===== src/rtl/tlc_signal_monitor.sv =====
// Independent safety checker for the traffic light controller lamp outputs.
// Latches the first sequencing/timing violation and requests red flashing until cleared.
//
// state   | meaning
// INIT    | one cycle: reload prev/dwell from the live inputs, no checks
// MONITOR | all rules evaluated every cycle, first violation is latched
// FAULT   | outputs frozen, prev/dwell keep tracking, wait for faultClear with both red
module tlc_signal_monitor #(
    parameter int unsigned MIN_GREEN_CYC  = 500_000_000,
    parameter int unsigned MIN_YELLOW_CYC = 300_000_000,
    parameter int unsigned MAX_YELLOW_CYC = 600_000_000,
    parameter int unsigned ALLRED_CYC     = 100_000_000
) (
    input  logic       Clk,
    input  logic       RstSync,
    input  logic [1:0] highwaySignal,
    input  logic [1:0] farmSignal,
    input  logic       faultClear,
    output logic       fault,
    output logic [2:0] faultCode,
    output logic       faultRoad,
    output logic       flashReq,
    output logic [1:0] monState
);

    typedef enum logic [1:0] {
        INIT    = 2'b00,
        MONITOR = 2'b01,
        FAULT   = 2'b10
    } mon_state_t;

    localparam logic [1:0] SIG_G = 2'b00;
    localparam logic [1:0] SIG_Y = 2'b01;
    localparam logic [1:0] SIG_R = 2'b10;
    localparam logic [1:0] SIG_X = 2'b11;

    localparam logic [30:0] MIN_GREEN  = MIN_GREEN_CYC[30:0];
    localparam logic [30:0] MIN_YELLOW = MIN_YELLOW_CYC[30:0];
    localparam logic [30:0] MAX_YELLOW = MAX_YELLOW_CYC[30:0];
    localparam logic [30:0] ALLRED     = ALLRED_CYC[30:0];
    localparam logic [30:0] DWELL_MAX  = '1;

    mon_state_t  state;
    logic [1:0]  prevHwy, prevFarm;
    logic [30:0] dwellHwy, dwellFarm;
    logic        firstHwy, firstFarm;

    logic [30:0] dwellHwyNxt, dwellFarmNxt;
    logic        firstHwyNxt, firstFarmNxt;
    logic [2:0]  hwyCode, farmCode, nextCode;
    logic        nextRoad, violation;

    // Lowest violation code for one road; the other road's red dwell gates R->G.
    function automatic logic [2:0] road_check(
        input logic [1:0]  sig,
        input logic [1:0]  prev,
        input logic [30:0] dwell,
        input logic        first,
        input logic [1:0]  oSig,
        input logic [1:0]  oPrev,
        input logic [30:0] oDwell
    );
        logic legal;
        logic oRedLong;
        legal = (prev == SIG_G && sig == SIG_Y) ||
                (prev == SIG_Y && sig == SIG_R) ||
                (prev == SIG_R && sig == SIG_G);
        oRedLong = (oSig == SIG_R) && (oPrev == SIG_R) && (oDwell >= ALLRED);
        road_check = 3'd0;
        if (sig == SIG_X) begin
            road_check = 3'd2;
        end else if (sig != prev) begin
            if (!legal)
                road_check = 3'd3;
            else if (prev == SIG_Y && !first && dwell < MIN_YELLOW)
                road_check = 3'd4;
            else if (prev == SIG_G && !first && dwell < MIN_GREEN)
                road_check = 3'd5;
            else if (prev == SIG_R && !oRedLong)
                road_check = 3'd7;
        end else if (sig == SIG_Y && dwell == MAX_YELLOW) begin
            road_check = 3'd6;
        end
    endfunction

    always_comb begin
        dwellHwyNxt  = 31'd1;
        dwellFarmNxt = 31'd1;
        if (highwaySignal == prevHwy)
            dwellHwyNxt = (dwellHwy == DWELL_MAX) ? dwellHwy : dwellHwy + 31'd1;
        if (farmSignal == prevFarm)
            dwellFarmNxt = (dwellFarm == DWELL_MAX) ? dwellFarm : dwellFarm + 31'd1;
        firstHwyNxt  = firstHwy && (highwaySignal == prevHwy);
        firstFarmNxt = firstFarm && (farmSignal == prevFarm);

        hwyCode  = road_check(highwaySignal, prevHwy, dwellHwy, firstHwy,
                              farmSignal, prevFarm, dwellFarm);
        farmCode = road_check(farmSignal, prevFarm, dwellFarm, firstFarm,
                              highwaySignal, prevHwy, dwellHwy);

        nextCode = 3'd0;
        nextRoad = 1'b0;
        if (highwaySignal != SIG_R && farmSignal != SIG_R) begin
            nextCode = 3'd1;
        end else if (hwyCode != 3'd0 && (farmCode == 3'd0 || hwyCode <= farmCode)) begin
            nextCode = hwyCode;
        end else if (farmCode != 3'd0) begin
            nextCode = farmCode;
            nextRoad = 1'b1;
        end
        violation = (nextCode != 3'd0);
    end

    always_ff @(posedge Clk or posedge RstSync) begin
        if (RstSync) begin
            state     <= INIT;
            prevHwy   <= SIG_R;
            prevFarm  <= SIG_R;
            dwellHwy  <= 31'd1;
            dwellFarm <= 31'd1;
            firstHwy  <= 1'b1;
            firstFarm <= 1'b1;
            fault     <= 1'b0;
            faultCode <= 3'd0;
            faultRoad <= 1'b0;
        end else begin
            case (state)
                INIT: begin
                    prevHwy   <= highwaySignal;
                    prevFarm  <= farmSignal;
                    dwellHwy  <= 31'd1;
                    dwellFarm <= 31'd1;
                    state     <= MONITOR;
                end
                MONITOR: begin
                    prevHwy   <= highwaySignal;
                    prevFarm  <= farmSignal;
                    dwellHwy  <= dwellHwyNxt;
                    dwellFarm <= dwellFarmNxt;
                    firstHwy  <= firstHwyNxt;
                    firstFarm <= firstFarmNxt;
                    if (violation) begin
                        state     <= FAULT;
                        fault     <= 1'b1;
                        faultCode <= nextCode;
                        faultRoad <= nextRoad;
                    end
                end
                FAULT: begin
                    prevHwy   <= highwaySignal;
                    prevFarm  <= farmSignal;
                    dwellHwy  <= dwellHwyNxt;
                    dwellFarm <= dwellFarmNxt;
                    firstHwy  <= firstHwyNxt;
                    firstFarm <= firstFarmNxt;
                    if (faultClear && highwaySignal == SIG_R && farmSignal == SIG_R) begin
                        state     <= INIT;
                        fault     <= 1'b0;
                        faultCode <= 3'd0;
                        faultRoad <= 1'b0;
                    end
                end
                default: state <= INIT;
            endcase
        end
    end

    assign flashReq = fault;
    assign monState = state;

endmodule


===== config.mk =====
export PLATFORM = sky130hd
export DESIGN_NAME = tlc_signal_monitor
export DESIGN_NICKNAME = d
export VERILOG_FILES = /design/src/rtl/tlc_signal_monitor.sv
export SDC_FILE = /design/constraint.sdc
export NUM_CORES = 1
export LEC_CHECK = 0
export ABC_AREA = 1
export CAP_MARGIN = 20
export CORE_MARGIN = 5
export CORE_UTILIZATION = 47
export CTS_CLUSTER_DIAMETER = 100
export DETAILED_ROUTE_END_ITERATION = 6
export GPL_TIMING_DRIVEN = 0
export PLACE_DENSITY = 0.62
export SYNTH_ARGS = -nofsm -noshare
export SYNTH_HDL_FRONTEND = slang
export SYNTH_SLANG_ARGS = --single-unit

===== constraint.sdc =====
create_clock -name Clk -period 5.8 [get_ports Clk]
set_input_delay 1.16 -clock Clk [delete_from_list [all_inputs] [get_ports Clk]]
set_output_delay 1.16 -clock Clk [all_outputs]
set_load 0.005 [all_outputs]

==> summary.md <==
| Metric | Value |
|---|---|
| H-tree depth | `3` |
| RSZ-0062 raised after global routing | `no` |
| Part of the power in registers | `0.321` |
| First-pass GRT wire length | `23.1 mm` |
| CORE AREA | `approximately 11000 um^2` |
| Main flop type after synthesis | `dfrtp_1` |
| Final hold vios | `0` |
| Die W | `between 100 and 150 um` |
| Synth Area in Compound Gates | `0.129` |
| Clk root buf | `clkbuf_16` |
| Synth area leader | `dfrtp_1` |
| Mapped cell area | `5270 um^2` |
| DR vias/cell | `between 5 and 6` |
| Synth cell types | `49` |
| Post-synth EDFFs | `0` |
| PortBufs | `14` |
| Final ANT Viol Nets | `0` |
| Pleak | `around 2.6 nW` |
| Worst-Margin Slew | `around 0.64 ns` |
| Area growth syn-to-layout | `12.3%` |
| Max Clk Rate | `239 MHz` |
| Number of global-route vias before repair | `4875` |
| Post-Syn Instances | `between 700 and 800` |
| Avg Cell Area, Syn | `6.93 um^2` |
| Total Neg Setup Slack | `0 ns` |
| Top cell type's share of synthesized area | `0.328` |
| Bufs on Longest Clock Path | `2` |
| Post-synthesis mux area share | `0` |
| HP Class | `reg2reg` |
| Simple-gate share of the synthesized area | `0.376` |
| Rows | `38` |
| Antenna violations before repair | `0` |
| Status | `finished clean` |
| Adder-Cell Fraction of Synth Area | `0.0261` |
| Final setup fails | `0` |
| Nets@finish | `805` |
| Area contributors post-synth | `dfrtp_1, nand2_1, inv_1` |
| DRT iter0 DRCs | `351` |
| Post-CTS Hold Buffers | `0` |
| Syn_nets | `779` |
| Antenna diodes | `0` |
| Yosys reg bits | `75` |
| Crit path kind | `in2reg` |
| Final Max Slew Viols | `0` |
| Initial core utilization | `0.482` |
| Max-Cap Viols | `0` |
| All-Layer GR Usage | `0.215` |
| Setup crit end kind | `flip-flop` |
| Hold slack final | `between 0.4 and 0.5 ns` |
| Largest family of logic cells by synthesized area | `simple AND/OR/NAND/NOR gates` |
| Largest net degree at the start of global routing | `54` |
| Ys Warns | `0` |
| CTS buffer count | `9` |
| Clock Power Share | `0.305` |
| Power Internal | `1.16 mW` |
| CTS clock-pin slew for the worst setup and hold paths | `0.06 ns` |
| Synth top cells by count | `nand2_1, inv_1, nor2_1, dfrtp_1, nand3_1` |
| Required time of the critical path | `6.03 ns` |
| Comb pwr share | `0.373` |
| Clock latency on the worst-skew pair | `0.35 ns` |
| Routed len/inst | `around 15 um` |
| Die area | `13400 um^2` |
| Overall power | `1.90 mW` |
| Drt pass-1 iters | `6` |
| Post-CTS Repair Setup Buffers | `0` |
| Dpl hpwl | `10.3 mm` |
| Gr ovfl total | `0` |
| Share of cells above drive strength 1 | `0.106` |
| Final WL | `13.6 mm` |
| Worst VDD drop | `between 0.0002 and 0.00025 V` |
| Number of remaining DRC errors | `0` |
| NetSw | `0.734 mW` |
| Post-synthesis async set-or-reset flop share | `1.00` |
| Switching Share | `0.387` |
| Io pins | `15` |
| Post-synthesis xor/xnor area fraction | `0.0150` |
| Top-count cell post-synth | `nand2_1` |
| Seq/Total Area, Yosys | `0.358` |
| CTS tree | `built` |
| Slew margin rel. | `0.572` |
| Startpoint types | `primary input` |
| WP data arrival | `roughly 4.4 ns` |
| Clock Skew | `0.0101 ns` |
| Placer congestion estimate | `0.862` |
| Min Tclk post-route | `~4.2 ns` |
| Die height | `116 um` |
| Post-cts sizing count | `0` |
| CP Max Fanout | `7` |
| Clock sinks | `75` |
| Power per cell area | `around 320 nW/um^2` |
| Tcrit/Tclk final | `0.721` |
| Vias | `approximately 5100` |
[power by group through the flow]
stage,Clock (mW),Sequential [mW],Combinational (mW)
after floorplan,0,0.614,0.497
after global placement,0,0.616,0.691
after detailed placement,0,0.620,0.706
after CTS,0.592,0.610,0.712
after global routing,0.612,0.618,0.794
final,0.580,0.610,0.708
[state kept, by name, summed over array words and instances, names as in the netlist]
name	flops
firstFarm	1
firstHwy	1
dwellFarm	31
fault	1
dwellHwy	31
faultCode	3
monState	2
faultRoad	1
prevFarm	2
prevHwy	2
[cells by family (layout without fill, tap and decap cells)]
| group | Yosys count | count (layout) |
|---|---|---|
| AO/OA/AOI/OAI | 114 | 114 |
| XOR/XNOR | 9 | 9 |
| adder cells (fa/ha/maj) | 11 | 11 |
| buffers and inverters | 130 | 161 |
| flip-flops | 75 | 75 |
| AND/OR/NAND/NOR | 422 | 422 |
[stage by stage]
stage               instances  utilization  worst slack [ns]  instance area (um^2)
finish                    932        0.541              1.62                  5920
global route              932        0.541              1.29                  5920
detailed placement        916        0.514              1.29                  5620
CTS                       932        0.541              1.64                  5920
floorplan                 761            -              2.27                  5270
global placement          915        0.511              1.38                  5590
[critical path: stages]
cell and delay, ns:
clkdlybuf4s50_1 0.57, inv_1 0.12, nand2_1 0.08, nand4_2 0.22
nor3_2 0.28, nand3b_1 0.19, o21ai_2 0.10, a21oi_2 0.07
ha_1 0.31, nand2_1 0.06, nor2_1 0.08, a211oi_1 0.05
a31oi_1 0.25, nand2_4 0.11, a21boi_1 0.26, nand3_4 0.15
inv_2 0.10, nand3_4 0.10, nand3_1 0.09, nand2_1 0.06
[metal layers]
metal / track usage / vias to the layer above / share of wire
met5: 0 / - / 0
met4: 0.0851 / 0 / 0.020
met3: 0.0287 / 21 / 0.035
met2: 0.367 / 116 / 0.49
met1: 0.276 / 2390 / 0.46
li1: - / 2565 / -
[final cells by class]
class	instances	area, um^2
Clock inverter	6	63.8
Inverter	119	452
Fill cell	1110	5020
Buffer	11	58.8
Clock buffer	10	239
Timing Repair Buffer	15	168
Multi-Input combinational cell	556	2880
Tap cell	140	175
Sequential cell	75	1880
[cells in the final DEF (no fill, tap or decap), types with 7 or more instances in the layout]
cell and count:
a21oi_1 44, inv_1 110, clkdlybuf4s50_1 14, nand3_1 65
inv_2 7, o21ai_0 37, nor2_1 98, dfrtp_1 69
clkbuf_16 9, nand2_1 146, nand4_1 14, ha_1 11
nor3_1 48, nand2_2 14
[path summary, 6_finish.rpt]
path,slack [ns],cells past startpoint,to,start
setup / recovery,1.62,20,fault,farmSignal[0]
hold / removal,0.47,2,faultCode[0],faultCode[0]
setup reg to reg,2.46,19,fault,prevFarm[1]
hold reg to reg,0.47,2,faultCode[0],faultCode[0]
max in group asynchronous,4.07,3,dwellHwy[0],RstSync
min in group asynchronous,1.13,2,dwellFarm[3],RstSync
(Power assumes the default switching activity.)
